<file path="config.mk">
export PLATFORM = sky130hd
export DESIGN_NAME = galivan_rom_loader
export DESIGN_NICKNAME = d
export VERILOG_FILES = /design/src/rtl/galivan_rom_loader.sv
export SDC_FILE = /design/constraint.sdc
export NUM_CORES = 1
export LEC_CHECK = 0
export ABC_AREA = 1
export BUFFER_PORTS_ARGS = -buffer_cell sky130_fd_sc_hd__buf_4
export CORE_AREA = 2 2 124 66
export CTS_CLUSTER_SIZE = 16
export DETAILED_ROUTE_END_ITERATION = 10
export DIE_AREA = 0 0 126 68
export SYNTH_ARGS = -nofsm -noshare
export SYNTH_HDL_FRONTEND = slang
export SYNTH_SLANG_ARGS = --single-unit
</file>
<file path="constraint.sdc">
create_clock -name clk_sys -period 1.79 [get_ports clk_sys]
set_clock_uncertainty 0.05 [all_clocks]
set_input_delay 0.358 -clock clk_sys [delete_from_list [all_inputs] [get_ports clk_sys]]
set_output_delay 0.358 -clock clk_sys [all_outputs]
set_load 0.01 [all_outputs]
</file>
<file path="src/rtl/galivan_rom_loader.sv">
// galivan_rom_loader
//   Bridges the byte-wide ioctl ROM download stream onto one or more SDRAM
//   write ports that use a toggle request/acknowledge handshake. Bytes can be
//   broadcast to every port or routed to a single port by address region.
//   They can also be packed into 16-bit even/odd pairs. The block also tracks
//   completion of the download and produces the registered reset for the core.
//
// Ports
//   clk_sys      system clock, all logic on the rising edge
//   reset        asynchronous active-high reset
//   ioctl_*      download stream: active flag, target index, byte strobe,
//                byte address and byte data
//   port_req     per-port toggle request (out)
//   port_ack     per-port toggle acknowledge (in)
//   port_a       word address shared by all ports
//   port_ds      byte strobes {hi, lo}
//   port_d       16-bit write data
//   port_we      write enable, high while this block's download is active
//   overrun      sticky flag: a byte arrived while a write was still in flight
//   rom_loaded   a download has completed and every byte has been written
//   soft_reset   user reset request
//   core_reset   registered reset for the game core
module galivan_rom_loader #(
  parameter int                     NPORTS = 2,
  parameter int                     AW     = 23,
  parameter logic [7:0]             INDEX  = 8'd0,
  parameter int                     MODE   = 0,
  parameter logic [25*NPORTS-1:0]   BASE   = {25'h10000, 25'h0},
  parameter int                     PAIR   = 0
) (
  input  logic              clk_sys,
  input  logic              reset,
  input  logic              ioctl_downl,
  input  logic [7:0]        ioctl_index,
  input  logic              ioctl_wr,
  input  logic [24:0]       ioctl_addr,
  input  logic [7:0]        ioctl_dout,
  output logic [NPORTS-1:0] port_req,
  input  logic [NPORTS-1:0] port_ack,
  output logic [AW-1:0]     port_a,
  output logic [1:0]        port_ds,
  output logic [15:0]       port_d,
  output logic              port_we,
  output logic              overrun,
  output logic              rom_loaded,
  input  logic              soft_reset,
  output logic              core_reset
);

  localparam logic [1:0] ST_IDLE  = 2'd0;
  localparam logic [1:0] ST_ISSUE = 2'd1;
  localparam logic [1:0] ST_WAIT  = 2'd2;
  localparam logic [1:0] ST_FLUSH = 2'd3;

  // Ports addressed by a byte address. In routed mode the highest region whose
  // start is not above the address wins; below the first region nothing is hit.
  function automatic logic [NPORTS-1:0] port_sel(input logic [24:0] addr);
    logic [NPORTS-1:0] sel;
    sel = '0;
    if (MODE == 0) begin
      sel = '1;
    end else begin
      for (int i = 0; i < NPORTS; i++) begin
        if (addr >= BASE[25*i +: 25]) begin
          sel    = '0;
          sel[i] = 1'b1;
        end
      end
    end
    return sel;
  endfunction

  // Word address inside the selected region.
  function automatic logic [AW-1:0] port_word(input logic [24:0] addr);
    logic [24:0] off;
    off = addr;
    if (MODE != 0) begin
      for (int i = 0; i < NPORTS; i++) begin
        if (addr >= BASE[25*i +: 25]) off = addr - BASE[25*i +: 25];
      end
    end
    return off[AW:1];
  endfunction

  logic [1:0]        state_q, state_d;
  logic              ioctl_wr_q, rom_init_q;
  logic              pend_valid_q, pend_valid_d;
  logic [24:0]       pend_addr_q, pend_addr_d;
  logic [7:0]        pend_data_q, pend_data_d;
  logic [NPORTS-1:0] sel_q, sel_d;
  logic [NPORTS-1:0] req_q, req_d;
  logic [AW-1:0]     port_a_q, port_a_d;
  logic [1:0]        port_ds_q, port_ds_d;
  logic [15:0]       port_d_q, port_d_d;
  logic              overrun_q, overrun_d;
  logic              fall_seen_q, fall_seen_d;
  logic              rom_loaded_q, rom_loaded_d;
  logic              core_reset_q, core_reset_d;

  logic              rom_init, wr_edge, init_rise, init_fall;
  logic [NPORTS-1:0] new_sel;

  // Byte edges only count while our own download is active, which also makes
  // an edge coinciding with the end of the download disappear.
  assign rom_init  = ioctl_downl && (ioctl_index == INDEX);
  assign wr_edge   = ioctl_wr && !ioctl_wr_q && rom_init;
  assign init_rise = rom_init && !rom_init_q;
  assign init_fall = !rom_init && rom_init_q;
  assign new_sel   = port_sel(ioctl_addr);

  always_comb begin
    state_d      = state_q;
    pend_valid_d = pend_valid_q;
    pend_addr_d  = pend_addr_q;
    pend_data_d  = pend_data_q;
    sel_d        = sel_q;
    req_d        = req_q;
    port_a_d     = port_a_q;
    port_ds_d    = port_ds_q;
    port_d_d     = port_d_q;
    overrun_d    = overrun_q;
    fall_seen_d  = fall_seen_q | init_fall;
    rom_loaded_d = rom_loaded_q;
    core_reset_d = soft_reset | ~rom_loaded_q;

    if (init_rise) overrun_d = 1'b0;

    if (state_q == ST_IDLE && !pend_valid_q && fall_seen_q) rom_loaded_d = 1'b1;

    case (state_q)
      ST_IDLE: begin
        if (wr_edge) begin
          if (PAIR != 0 && pend_valid_q) begin
            pend_valid_d = 1'b0;
            state_d      = ST_ISSUE;
            sel_d        = port_sel(pend_addr_q);
            port_a_d     = port_word(pend_addr_q);
            if (ioctl_addr[0] && ioctl_addr[24:1] == pend_addr_q[24:1]) begin
              port_ds_d = 2'b11;
              port_d_d  = {ioctl_dout, pend_data_q};
            end else begin
              // Orphaned even byte goes out alone; the new byte can only be
              // kept if it is itself an even byte that can wait as pending.
              port_ds_d = 2'b01;
              port_d_d  = {pend_data_q, pend_data_q};
              if (new_sel != '0) begin
                if (!ioctl_addr[0]) begin
                  pend_valid_d = 1'b1;
                  pend_addr_d  = ioctl_addr;
                  pend_data_d  = ioctl_dout;
                end else begin
                  overrun_d = 1'b1;
                end
              end
            end
          end else if (new_sel != '0) begin
            if (PAIR != 0 && !ioctl_addr[0]) begin
              pend_valid_d = 1'b1;
              pend_addr_d  = ioctl_addr;
              pend_data_d  = ioctl_dout;
            end else begin
              sel_d     = new_sel;
              port_a_d  = port_word(ioctl_addr);
              port_ds_d = {ioctl_addr[0], ~ioctl_addr[0]};
              port_d_d  = {ioctl_dout, ioctl_dout};
              state_d   = ST_ISSUE;
            end
          end
        end else if (pend_valid_q && !rom_init) begin
          // Covers a download end seen while a write was still in flight too.
          state_d = ST_FLUSH;
        end
      end
      ST_ISSUE: begin
        req_d   = req_q ^ sel_q;
        state_d = ST_WAIT;
        if (wr_edge) overrun_d = 1'b1;
      end
      ST_WAIT: begin
        if (((port_ack ^ req_q) & sel_q) == '0) state_d = ST_IDLE;
        if (wr_edge) overrun_d = 1'b1;
      end
      default: begin
        sel_d        = port_sel(pend_addr_q);
        port_a_d     = port_word(pend_addr_q);
        port_ds_d    = 2'b01;
        port_d_d     = {pend_data_q, pend_data_q};
        pend_valid_d = 1'b0;
        state_d      = ST_ISSUE;
        if (wr_edge) overrun_d = 1'b1;
      end
    endcase
  end

  // All state registers; the core reset comes out of reset asserted.
  always_ff @(posedge clk_sys or posedge reset) begin
    if (reset) begin
      state_q      <= ST_IDLE;
      ioctl_wr_q   <= 1'b0;
      rom_init_q   <= 1'b0;
      pend_valid_q <= 1'b0;
      pend_addr_q  <= '0;
      pend_data_q  <= '0;
      sel_q        <= '0;
      req_q        <= '0;
      port_a_q     <= '0;
      port_ds_q    <= '0;
      port_d_q     <= '0;
      overrun_q    <= 1'b0;
      fall_seen_q  <= 1'b0;
      rom_loaded_q <= 1'b0;
      core_reset_q <= 1'b1;
    end else begin
      state_q      <= state_d;
      ioctl_wr_q   <= ioctl_wr;
      rom_init_q   <= rom_init;
      pend_valid_q <= pend_valid_d;
      pend_addr_q  <= pend_addr_d;
      pend_data_q  <= pend_data_d;
      sel_q        <= sel_d;
      req_q        <= req_d;
      port_a_q     <= port_a_d;
      port_ds_q    <= port_ds_d;
      port_d_q     <= port_d_d;
      overrun_q    <= overrun_d;
      fall_seen_q  <= fall_seen_d;
      rom_loaded_q <= rom_loaded_d;
      core_reset_q <= core_reset_d;
    end
  end

  assign port_req   = req_q;
  assign port_a     = port_a_q;
  assign port_ds    = port_ds_q;
  assign port_d     = port_d_q;
  assign port_we    = rom_init;
  assign overrun    = overrun_q;
  assign rom_loaded = rom_loaded_q;
  assign core_reset = core_reset_q;

endmodule

</file>
==> After elaboration in Yosys (flattened, before gate mapping) <==
Index checks and enable logic that the tools add are counted.
{ "totals": {"ff_bits": 53, "inputBits": 48, "out_inout_bits": 47, "elab_cells": 53} }
{ "op_classes": {"n_eq_ne": 4, "n_mux": 14, "bitwise": 8, "reduce_logical": 15} }
{ "ops": {"columns": ["cell", "count"], "rows": [
  ["23-bit one-hot mux with 2 select lines", 1],
  ["16-bit one-hot mux with 2 select lines", 1],
  ["23-bit two-way mux", 1],
  ["16-bit two-way mux", 1],
  ["8-bit logical NOT", 1],
  ["2-bit two-way mux", 4],
  ["2-bit one-hot mux with 2 select lines", 2],
  ["1-bit logical AND", 6],
  ["2-bit one-hot mux with 3 select lines", 1],
  ["2-bit logical NOT", 2],
  ["2-bit inequality test, second input constant", 2],
  ["2-bit AND reduction", 2],
  ["2-bit XOR", 2],
  ["1-bit logical NOT", 3],
  ["1-bit two-way mux", 3],
  ["1-bit inverter", 3],
  ["2-bit AND", 1],
  ["2-bit by 1-bit == test with 1-bit output, second input constant", 1],
  ["2-bit == test, second input constant", 1],
  ["1-bit bitwise OR", 2],
  ["2-bit OR reduction", 1]
]} }

==> Longest topological paths before layout <==
{ "depth": {"depth_word": 6, "mapped_depth": 9, "depth_no_buf": 8} }

==> Least setup slack after synthesis <==
Ideal clock, no wire load.
{ "synth_path": {"kind": "reg2reg", "start": "register state_q[0]", "end": "register port_a_q[10], in the netlist port_a[10]", "setup_ps": 117, "arrival_ps": 1260, "required_time_ps": 1623, "slack_ps": 363, "stages_incl_launch_ff": 7, "n_path_buf": 1, "synth_period_minus_slack_ps": 1427, "path_cell_list": "dfrtp_1 > inv_1 > ha_1 > clkinv_1 > clkbuf_1 > nand3_1 > nand2_1"} }
{ "synth_via": {"elab_chain_len": 4, "word_cells_on_any_way": 8, "cone_classes": "3 x eq/ne; 1 x mux; 1 x bitwise; 3 x reduce/logical"} }
{ "synth_rtl": {"columns": ["element", "line_no", "text"], "rows": [
  ["from (decl)", "85", "logic [1:0] state_q, state_d;"],
  ["from (signal assigned)", "214", "state_q <= state_d;"],
  ["2-bit == test or 2-bit by 1-bit == test with 1-bit output (tied branches)", "130", "case (state_q)"],
  ["2-bit OR reduction (no line)", null, null],
  ["1-bit inverter (no line)", null, null],
  ["2-bit AND reduction (no line)", null, null],
  ["to (signal assigned)", "222", "port_a_q <= port_a_d;"],
  ["to (decl)", "92", "logic [AW-1:0] port_a_q, port_a_d;"]
]} }
Parallel ways exist; a longest one is shown, timed or not.
A chain may end at the register's enable or synchronous reset.

==> Final worst setup path <==
{ "layout_path": {"start": "register state_q[0]", "end": "register port_a_q[17], in the netlist port_a[17]"} }
The elaborated chain is that of the path after synthesis.

==> impl_results.html <==
<table>
<tr><th>Metric</th><th>Value</th></tr>
<tr><th colspan="2">Run status</th></tr>
<tr><td>Status</td><td>finished, final reports clean</td></tr>
<tr><th colspan="2">Clocking</th></tr>
<tr><td>Level count of the clock H-tree</td><td>2</td></tr>
<tr><td>Number of buffers added by the clock tree synthesis step</td><td>5</td></tr>
<tr><td>Cts hold-fix bufs</td><td>0</td></tr>
<tr><td>Number of gates resized after cts</td><td>0</td></tr>
<tr><td>Clock Latency Late Sink</td><td>0.28 ns</td></tr>
<tr><td>Worst-path clk slew</td><td>0.06 ns</td></tr>
<tr><td>Clock tree sinks</td><td>44</td></tr>
<tr><td>Root buffer selected by CTS</td><td>clkbuf_16</td></tr>
<tr><td>Clock tree from TritonCTS</td><td>yes</td></tr>
<tr><td>Max clock buf depth</td><td>2</td></tr>
<tr><td>Post-CTS setup buffer count</td><td>0</td></tr>
<tr><th colspan="2">Logic synthesis</th></tr>
<tr><td>Share of the synthesized area in compound gates (AO/OA/AOI/OAI)</td><td>0.461%</td></tr>
<tr><td>Library cells used by synthesis</td><td>21</td></tr>
<tr><td>Seq/Total Area, Yosys</td><td>50.8%</td></tr>
<tr><td>Mean instance size in the synthesized netlist</td><td>7.92 sq um</td></tr>
<tr><td>Combinational family with the most area after synthesis</td><td>simple AND/OR/NAND/NOR gates</td></tr>
<tr><td>Synth async-reset ratio</td><td>100%</td></tr>
<tr><td>Top cells by area in the synthesized netlist</td><td>dfrtp_1 50%, nand2_1 19%, nand3_1 8.3%</td></tr>
<tr><td>Number of register bits inferred by synthesis</td><td>44</td></tr>
<tr><td>Xor and xnor fraction of the mapped netlist area</td><td>1.61%</td></tr>
<tr><td>Count leader, synth</td><td>nand2_1</td></tr>
<tr><td>Most instantiated cells after synthesis</td><td>112 x nand2_1, 43 x dfrtp_1, 40 x inv_1</td></tr>
<tr><td>Post-synthesis instance area</td><td>0.00217 sq mm</td></tr>
<tr><td>Fraction of synthesized area in multiplexers</td><td>0%</td></tr>
<tr><td>Synthesized Nets</td><td>326</td></tr>
<tr><td>Post-Synth Adder-Cell Area</td><td>2.31%</td></tr>
<tr><td>Post-Synth Simple-Gate Area</td><td>31.1%</td></tr>
<tr><td>Number of enable-type register cells in the synthesized netlist</td><td>0</td></tr>
<tr><td>Most used flip-flop cell after synthesis</td><td>dfrtp_1</td></tr>
<tr><td>Area share of the largest cell type after synthesis</td><td>49.6%</td></tr>
<tr><td>Cell taking the most area after synthesis</td><td>dfrtp_1</td></tr>
<tr><td>YS warnings</td><td>0</td></tr>
<tr><td>Number of instances in the synthesized netlist</td><td>274</td></tr>
<tr><th colspan="2">Hold path</th></tr>
<tr><td>HP Class</td><td>in -&gt; async</td></tr>
<tr><th colspan="2">Worst setup path</th></tr>
<tr><td>Type of element capturing the critical path</td><td>flip-flop</td></tr>
<tr><td>Maximum fanout encountered on the critical timing path</td><td>34</td></tr>
<tr><td>Arrival time reported for the critical path endpoint</td><td>1.74 ns</td></tr>
<tr><td>Category of the critical setup timing path</td><td>reg -&gt; reg</td></tr>
<tr><td>Category of the worst setup path launch point</td><td>flip-flop</td></tr>
<tr><td>CP Data Required Time</td><td>1.96 ns</td></tr>
<tr><th colspan="2">Placement</th></tr>
<tr><td>Estimated wirelength of the detail-placed design</td><td>3940 um</td></tr>
<tr><td>DP Area</td><td>0.00293 sq mm</td></tr>
<tr><td># placed instances</td><td>453</td></tr>
<tr><td>Global placement routability congestion</td><td>0.705</td></tr>
<tr><td>Number of buffers added on ports</td><td>93</td></tr>
<tr><td>DP Worst Slack</td><td>0.00571 ns</td></tr>
<tr><th colspan="2">Timing</th></tr>
<tr><td>Hold Vio Cnt, Final</td><td>0</td></tr>
<tr><td>Worst slew margin relative to its limit</td><td>71.4%</td></tr>
<tr><td>Count of final max-slew check failures</td><td>0</td></tr>
<tr><td>Final number of setup-violating endpoints</td><td>0</td></tr>
<tr><td>Final cycle utilization of the critical path</td><td>87.5%</td></tr>
<tr><td>Time the worst path needs with I/O delays and setup</td><td>1.57 ns</td></tr>
<tr><td>Setup repair after global routing missed its margin</td><td>no</td></tr>
<tr><td>Peak Freq</td><td>0.638 GHz</td></tr>
<tr><td>Slew @ Worst Pin</td><td>0.429 ns</td></tr>
<tr><td>Fin Setup TNS</td><td>0 ns</td></tr>
<tr><td>Smallest setup slack after layout</td><td>0.223 ns</td></tr>
<tr><th colspan="2">Power and ir drop</th></tr>
<tr><td>IR drop worst, VDD</td><td>0.551 mV</td></tr>
<tr><td>Switching power</td><td>0.00208 W</td></tr>
<tr><td>Part of the total power dissipated in combinational logic</td><td>51.7%</td></tr>
<tr><td>Sequential power share</td><td>30.9%</td></tr>
<tr><td>Internal Pwr Total</td><td>0.00287 W</td></tr>
<tr><td>Switching portion of total power</td><td>42.0%</td></tr>
<tr><td>Part of the power in the clock network</td><td>17.3%</td></tr>
<tr><td>Static leakage</td><td>1.88 nW</td></tr>
<tr><td>Power density normalized to cell area</td><td>1620 mW/mm^2</td></tr>
<tr><th colspan="2">Final layout</th></tr>
<tr><td>Fillers</td><td>818</td></tr>
<tr><td>Area growth syn-to-layout</td><td>41.0%</td></tr>
<tr><td>Fraction of layout cells with a size suffix above 1</td><td>31.7%</td></tr>
<tr><td>Final antenna diode count</td><td>0</td></tr>
<tr><td>Final design instance area without fill</td><td>0.00306 sq mm</td></tr>
<tr><td>Number of nets in the layout</td><td>412</td></tr>
<tr><td>Layout Cells excl Fill</td><td>460</td></tr>
<tr><th colspan="2">Detailed routing</th></tr>
<tr><td>Number of violations reported at the end of detailed-routing iteration 0</td><td>57</td></tr>
<tr><td>Mean routed wirelength per cell</td><td>11.6 um</td></tr>
<tr><td>Number of search-and-repair iterations in the first detailed-routing pass</td><td>4</td></tr>
<tr><td>Number of nets still failing antenna checks after routing</td><td>0</td></tr>
<tr><td>Routed wire length</td><td>5360 um</td></tr>
<tr><td>DRC violations left</td><td>0</td></tr>
<tr><td>Via count of the routed design</td><td>1907</td></tr>
<tr><td>Per-cell via count in the routed design</td><td>4.15</td></tr>
<tr><th colspan="2">Floorplan</th></tr>
<tr><td>Die height</td><td>68 um</td></tr>
<tr><td>Die area</td><td>0.00857 sq mm</td></tr>
<tr><td>Die width</td><td>126 um</td></tr>
<tr><td>Starting density of the core</td><td>28.6%</td></tr>
<tr><td>Core ar.</td><td>0.00760 sq mm</td></tr>
<tr><td>Boundary pin count</td><td>95</td></tr>
<tr><td># rows</td><td>23</td></tr>
<tr><th colspan="2">GRT</th></tr>
<tr><td>Global-route wire length before repair</td><td>8760 um</td></tr>
<tr><td>All-Layer GR Usage</td><td>13.1%</td></tr>
<tr><td>Number of global-route vias before repair</td><td>1835</td></tr>
<tr><td>Overflow left after global routing</td><td>0</td></tr>
<tr><td>Number of antenna violations at the first check in global routing</td><td>0</td></tr>
<tr><td>Largest net degree at the start of global routing</td><td>35</td></tr>
<tr><th colspan="2">Flow run</th></tr>
<tr><td>Number of maximum-capacitance constraint violations</td><td>0</td></tr>
</table>
power by group through the flow:
stage	clock network (W)	registers (W)	logic, W
3_3_place_gp	0	0.00153	0.00260
5_1_grt	0.000925	0.00157	0.00292
3_5_place_dp	0	0.00154	0.00264
4_1_cts	0.000877	0.00153	0.00263
6_report	0.000858	0.00153	0.00256
2_1_floorplan	0	0.00164	0.00160
final timing paths:
check,slack (ns),cells past startpoint,start,endpoint
setup / recovery,0.22,6,state_q[0],port_a[17]
setup reg to reg,0.22,6,state_q[0],port_a[17]
min in group clk_sys,0.15,1,ioctl_wr,ioctl_wr_q
hold reg to reg,0.42,2,fall_seen_q,fall_seen_q
hold / removal,0.03,2,reset,rom_loaded
max in group asynchronous,1.17,3,reset,port_a[19]
routing by layer:
layer	global-route usage (%)	vias to the layer above	wire, um
met3	4.14	5	409
met2	20.6	63	2280
met1	17.2	866	2620
li1	-	973	-
met5	0	-	0
met4	4.53	0	53
cells by family (layout without fill, tap and decap cells):
logic type / count (synthesis) / after routing
flip-flops: 44 / 44
adder cells (fa/ha/maj): 4 / 4
AND/OR/NAND/NOR: 158 / 158
XOR/XNOR: 4 / 4
AO/OA/AOI/OAI: 2 / 2
buffers and inverters: 62 / 148
layout make-up:
cell class	count	area [sq um]	area share (%)
clock buffers	6	129	4.21
clock inverters	1	5.00	0.163
inverters	41	154	5.03
multi-input cells	168	771	25.2
flip-flops and latches	44	1100	36.0
well taps	100	125	4.09
repair buffers	100	776	25.3
state kept, by name (all words and copies together), names as in the netlist, 2 cells and up:
name,count
port_a,23
port_ds,2
port_req,2
port_d,8
state_q,2
layout by cell type, fill, tap and decap left out, drive strengths merged, types with 2 or more instances in the layout:
master  synthesis  routed
nor2            4       4
o21ai           2       2
nand3          37      37
clkinv          1       2
clkbuf          4       6
inv            40      40
xnor2           4       4
dfrtp          43      43
nand2         114     114
ha              4       4
buf            17     100
or2             2       2
per-stage QoR:
step / hold slack [ns] / util, % / power (W)
2_1_floorplan: 0.339 / - / 0.00324
3_3_place_gp: 0.345 / 38.5 / 0.00413
3_5_place_dp: 0.342 / 38.5 / 0.00417
4_1_cts: 0.0415 / 40.3 / 0.00504
5_1_grt: 0.0736 / 40.3 / 0.00541
6_report: 0.0322 / 40.3 / 0.00495
worst max-delay path: stages (launching register included):
cell      delay, ns
dfrtp_1        0.40
inv_1          0.08
ha_1           0.28
clkinv_1       0.14
nand2_4        0.35
nand2_1        0.11
nand2_1        0.08
Note: power is estimated with default switching activity, not from simulation.
